### config.mk
export PLATFORM = sky130hd
export DESIGN_NAME = decode_ooo_queue
export DESIGN_NICKNAME = d
export VERILOG_FILES = /design/src/rtl/decode_ooo_queue.sv
export SDC_FILE = /design/constraint.sdc
export NUM_CORES = 1
export LEC_CHECK = 0
export BUFFER_PORTS_ARGS = -buffer_cell sky130_fd_sc_hd__buf_4
export CAP_MARGIN = 0
export CELL_PAD_IN_SITES_DETAIL_PLACEMENT = 0
export CELL_PAD_IN_SITES_GLOBAL_PLACEMENT = 2
export CORE_ASPECT_RATIO = 0.5
export CORE_MARGIN = 2
export CORE_UTILIZATION = 45
export CTS_CLUSTER_DIAMETER = 80
export DETAILED_ROUTE_END_ITERATION = 10
export PLACE_DENSITY = 0.83
export SLEW_MARGIN = 20
export SYNTH_ARGS = -nofsm -noshare
export SYNTH_HDL_FRONTEND = slang
export SYNTH_SLANG_ARGS = --single-unit
### constraint.sdc
create_clock -name clock -period 5.5 [get_ports clock]
set_input_delay 0.55 -clock clock [delete_from_list [all_inputs] [get_ports clock]]
set_output_delay 0.55 -clock clock [all_outputs]
set_load 0.005 [all_outputs]
### src/rtl/decode_ooo_queue.sv
// N-wide in-order queue between the decoder and the ooo core; absorbs stalls, flushes on squash.
// Optional same-cycle bypass into an empty queue: define DECODE_OOO_QUEUE_BYPASS_EN.
module decode_ooo_queue #(
  parameter int N      = 2,
  parameter int DEPTH  = 8,
  parameter int DATA_W = 64
) (
  input  logic                    clock,
  input  logic                    reset_n,
  input  logic                    squash,
  input  logic                    stall,
  input  logic [N-1:0]            in_valid,
  input  logic [N*DATA_W-1:0]     in_data,
  output logic                    in_ready,
  output logic [N-1:0]            out_valid,
  output logic [N*DATA_W-1:0]     out_data,
  output logic [$clog2(DEPTH):0]  count,
  output logic                    almost_full
);

  localparam int AW = $clog2(DEPTH);
  localparam int CW = AW + 1;

  logic [DATA_W-1:0] mem [DEPTH];
  logic [AW-1:0]     head;
  logic [AW-1:0]     tail;

  logic [DATA_W-1:0] comp_data [N];
  logic [CW-1:0]     enq_cnt;
  logic [CW-1:0]     enq_n;
  logic [CW-1:0]     deq_n;
  logic [CW-1:0]     count_next;
  logic              bypass_hit;

  // Conservative: only the registered count decides whether a full group fits.
  assign in_ready = (count <= CW'(DEPTH - N));

  // Pack the set slots of in_valid into consecutive positions, oldest first.
  always_comb begin
    int k;
    k = 0;
    for (int i = 0; i < N; i++) comp_data[i] = '0;
    for (int i = 0; i < N; i++) begin
      if (in_valid[i]) begin
        comp_data[k] = in_data[i*DATA_W +: DATA_W];
        k = k + 1;
      end
    end
    enq_cnt = CW'(k);
  end

`ifdef DECODE_OOO_QUEUE_BYPASS_EN
  assign bypass_hit = (count == '0) && !squash && in_ready;
`else
  assign bypass_hit = 1'b0;
`endif

  always_comb begin
    enq_n = '0;
    deq_n = '0;
    if (!squash) begin
      if (in_ready) enq_n = enq_cnt;
      if (!stall) deq_n = (count < CW'(N)) ? count : CW'(N);
      // Bypassed slots that the core takes this cycle never touch the buffer.
      if (bypass_hit && !stall) enq_n = '0;
    end
    count_next = count + enq_n - deq_n;
  end

  always_comb begin
    out_valid = '0;
    out_data  = '0;
    for (int i = 0; i < N; i++) begin
      if (bypass_hit) begin
        out_valid[i]                 = (CW'(i) < enq_cnt);
        out_data[i*DATA_W +: DATA_W] = comp_data[i];
      end else begin
        out_valid[i]                 = (CW'(i) < count) && !squash;
        out_data[i*DATA_W +: DATA_W] = mem[head + AW'(i)];
      end
    end
  end

  always_ff @(posedge clock or negedge reset_n) begin
    if (!reset_n) begin
      head        <= '0;
      tail        <= '0;
      count       <= '0;
      almost_full <= 1'b0;
    end else if (squash) begin
      head        <= '0;
      tail        <= '0;
      count       <= '0;
      almost_full <= 1'b0;
    end else begin
      head        <= head + AW'(deq_n);
      tail        <= tail + AW'(enq_n);
      count       <= count_next;
      almost_full <= (count_next > CW'(DEPTH - 2*N));
    end
  end

  // Payload storage needs no reset; occupancy alone qualifies it.
  always_ff @(posedge clock) begin
    for (int i = 0; i < N; i++) begin
      if (CW'(i) < enq_n) mem[tail + AW'(i)] <= comp_data[i];
    end
  end

endmodule

* Yosys cells after proc, flatten, opt, wreduce, memory -nomap -nowiden
Memories as Yosys holds them, arrays and structs flattened.
Cells that the tools add are included.
** Storage, ports and cells
- Bits in registers :: 11
- Latch bits :: 0
- Memory bits (writable) :: 512
- Bits in read-only memories :: 0
- Input port bits :: 134
- Output and inout port bits :: 136
- Memories :: 1
** Cells by class
- Add/sub/neg operators :: 7
- Multiply operators :: 0
- Divide/modulo/power cells :: 0
- Order comparisons :: 9
- Equal/unequal tests :: 0
- Shift-type cells :: 0
- Mux-type cells :: 20
- Bitwise operators :: 1
- Reductions and logical operators :: 4
** Memories
- mem :: depth 8, bits a word 64, rd ports 2, clocked after memory_dff 0, write ports 2, line 24 : logic [DATA_W-1:0] mem [DEPTH];
** Operator list (number)
- $bwmux 128 :: 1
- $mux 128 :: 1
- $mux 64 :: 2
- $demux 64 s1 :: 1
- $ge 32x2->1 const B :: 1
- $lt 32x1->1 const B :: 1
- $not 32->32 :: 1
- $mux 4 :: 7
- $lt 1x4->1 const A :: 4
- $add 3x1->3 const B :: 2
- $add 3x3->3 :: 2
- $mux 1 :: 6
- $mux 3 :: 2
- $add 4x4->4 :: 1
- $gt 4x3->1 const B :: 1
- $le 4x3->1 const B :: 1
- $lt 4x2->1 const B :: 1
- $sub 4x4->4 :: 1
- $logic_and 1x1->1 :: 3
- $add 1x1->2 const B :: 1
- $logic_not 1->1 :: 1

* Longest topological paths before layout
- Depth in word-level cells :: 9
- Depth in mapped cells :: 9
- Gate-level depth less buffers :: 8

* Worst setup path after synthesis
OpenSTA, ideal clock, no wires.
- Path kind :: input to register
- Start point :: input in_valid[0]
- End point :: memory mem[7][0] (enable)
- Library setup time :: 0.507 ns
- Arrival time :: 4.401 ns
- Setup slack :: 0.592 ns
- Stages :: 5
- Cells stage by stage :: ha_1 -> clkbuf_1 -> nor2b_1 -> nand3_1 -> a21oi_1
** RTL lines
- start, declared :: line 12 : input logic [N-1:0] in_valid,
- end, declared :: line 24

* Worst setup path after layout
- Start point :: register head[1]
- End point :: output out_data[27]
** Between the ends
- Cells in the longest elaborated chain, start to end :: 1
** RTL lines
- start, declared :: line 25 : logic [AW-1:0] head;
- start signal, assigned :: line 96 : head <= head + AW'(deq_n);
- $mem_v2 8x64
- end, declared :: line 16 : output logic [N*DATA_W-1:0] out_data,
No other way between the ends.

==> flow_summary.yaml <==
setup_path:
  cp_slowest_cell: "buf_4"
  crit_buf_inv: 3
  path_max_fanout: 68
  crit_chain: "buf_4 > buf_4 > mux4_2 > mux2_2 > buf_4"
  path_depth: 5
  path_delay_family: "buffers and inverters"
  r2r_cells: 4
  max_stage_delay_ps: 940
  crit_path_end_kind: "output pin"
  arrival_ps: 3930
  critPathLaunchType: "register"
  worstPathRequired_ps: 4950
  criticalPathCategory: "register to output pin"
  cpMostUsedCell: "buf_4"
  ff2ff_setup_slack_ps: 2010
global_routing:
  grtUsageTotal: 0.248
  first_global_vias: 19623
  antenna_found_initial: 0
  grt_max_degree: 133
  grt_pass1_wl_mm: 128
  grt-ovfl-total: 0
power:
  p_clk_frac: 0.317
  intPower_mw: 8.16
  switching_power_mw: 3.07
  power_density_nw_per_um2: 323
  power_leakage_nw: 14.5
  max-vdd-ir-drop_mv: 0.220
  power_frac_seq: 0.426
  comb_power_share: 0.257
  switching_share: 0.273
synth:
  synth_area_leader_cell: "edfxtp_1"
  ys_seq_area_frac: 0.518
  async_flop_share: 0.0210
  synth_area_leaders: "edfxtp_1, mux4_2, mux2i_1"
  ys_types: 42
  syn-cell-area_um2: 30200
  netlist.area_leader.share: 0.509
  postSynthCellCount: 1796
  ys_seq_elements: 523
  synth-edff-count: 512
  syn_avg_cell_area_um2: 16.8
  synth_flop_cell: "edfxtp_1"
  yosysWarningCount: 0
  syn_nets: 1944
sta:
  rsz0062_at_grt: "false"
  worstMarginPinSlew_ps: 1150
  relSlewSlack: 0.230
  fin_skew_ps: 23.5
  finalHoldViolCount: 0
  finalSetupViolations: 0
  period_needed_ps: 4480
  postLayoutSetupSlackWorst_ps: 1020
  maxSlewViolCount: 0
  fin_crit_sh: 0.815
  setup_tns_ps: 0
  fmax_mhz: 223
final_layout:
  fin_util: 0.522
  antennaDiodeCount: 0
  nets: 2152
  area_growth_pct: 15.2
  final_cell_mix: "mux2i_1, edfxtp_1, buf_4, mux4_2, mux2_2"
  layout-drive-gt1-share: 0.381
detailed_routing:
  drt_wl_total_mm: 85.9
  ant_nets: 0
  dr.pass1.iters: 5
  drc: 0
  vias_per_cell: 6.23
  drt_iter0_drc: 1465
  vias: 18322
  detail_route.wl_per_cell_um: 29.2
cts:
  cts_tree: "done"
  root_buffer: "clkbuf_16"
  clkSinkCount: 523
  cts_made_buffers: 50
  worstSkewPairLatency_ps: 610
  max-clock-path-buffers: 3
  htree_levels: 2
  cts_hold_buffers: 1
  clk_pin_slew_ps: 60
  post_cts_buffers: 0
  post_cts_resized: 0
placement:
  gp_congestion: 0.739
  dp_hpwl_mm: 48.8
  dp_slack_ps: 1650
  io_buffers: 269
die:
  die_y_um: 187
  die-width_um: 370
  std_cell_rows: 67
  ioPinCount: 270
  initial_core_util: 0.453
  die-area_um2: 69300
  fp.coreArea_um2: 66600
hold_path:
  min_path_cells: 2
  hold_class: "input pin to register"
run_status:
  outcome: "finished clean"
run:
  max-cap-violations: 0
## layer usage
metal  vias to the layer above  wire length (um)  GRT usage
met3                       125              5010     0.0329
met1                      9699             36400      0.347
met2                       630             42600      0.414
li1                       7868                 -          -
met4                         0              1920     0.0580
met5                         -                 0          0
## Yosys cell counts, drive strengths merged (2+ instances only)
cell	count
or4	4
nor3	2
nor2b	9
clkbuf	61
mux2	128
o32a	4
a32oi	2
ha	10
fa	4
nand3	6
a22oi	63
xnor2	5
inv	8
nand2	67
mux4	256
and2	2
a21oi	5
nor2	11
dfrtp	11
mux2i	512
xor2	2
nand2b	2
buf	92
nand4	4
edfxtp	512
## worst register-to-register path, cell delays in order, from the launching register on
cell,delay (ps)
dfrtp_1,460
a311o_1,940
or4_4,990
buf_4,630
mux2i_1,190
## registers in the layout, summed over array words and instances, names as in the netlist
name / flops
head: 3
almost_full: 1
mem: 512
tail: 3
count: 4
## per-stage QoR
stage / std cells / total power, mW / hold WS (ps) / instance area, um2
after CTS: 2942 / 11.3 / 239 / 34800
after floorplan: 1796 / 6.63 / 254 / 30200
after global routing: 2942 / 11.7 / 266 / 34800
final: 2942 / 11.2 / 265 / 34800
after detailed placement: 2848 / 7.79 / 395 / 33100
after global placement: 2848 / 7.76 / 396 / 33100
## cell type report
type	instances	area, um2
multi-input combinational	1112	13900
timing repair buffer	309	2470
sequential	523	15700
fill	5515	31900
clock buffer	67	1380
tap	897	1120
clock inverter	26	246
inverter	8	30.0
## cell families after synthesis
kind of cell               synth area share
buffers and inverters                0.0266
xor gates and xnor gates            0.00203
DFF                                   0.518
and+or+nand+nor                      0.0169
adders and majority gates           0.00680
muxes                                 0.408
AOI/OAI and AO/OA                    0.0208
other                              0.000124
## path summary, 6_finish.rpt
path	start	end
setup / recovery	head[1]	out_data[27]
hold / removal	squash	head[2]
setup reg to reg	count[0]	mem[0][29]
hold reg to reg	tail[2]	tail[2]
max in group asynchronous	reset_n	head[0]
min in group asynchronous	reset_n	almost_full
## power by group through the flow
stage	Combinational (mW)	Sequential [mW]	Clock [mW]
6_report	2.89	4.78	3.56
5_1_grt	3.10	4.81	3.76
4_1_cts	2.94	4.78	3.60
3_5_place_dp	2.92	4.87	0
3_3_place_gp	2.90	4.86	0
2_1_floorplan	1.83	4.80	0
Power figures use the tool's default switching activity.
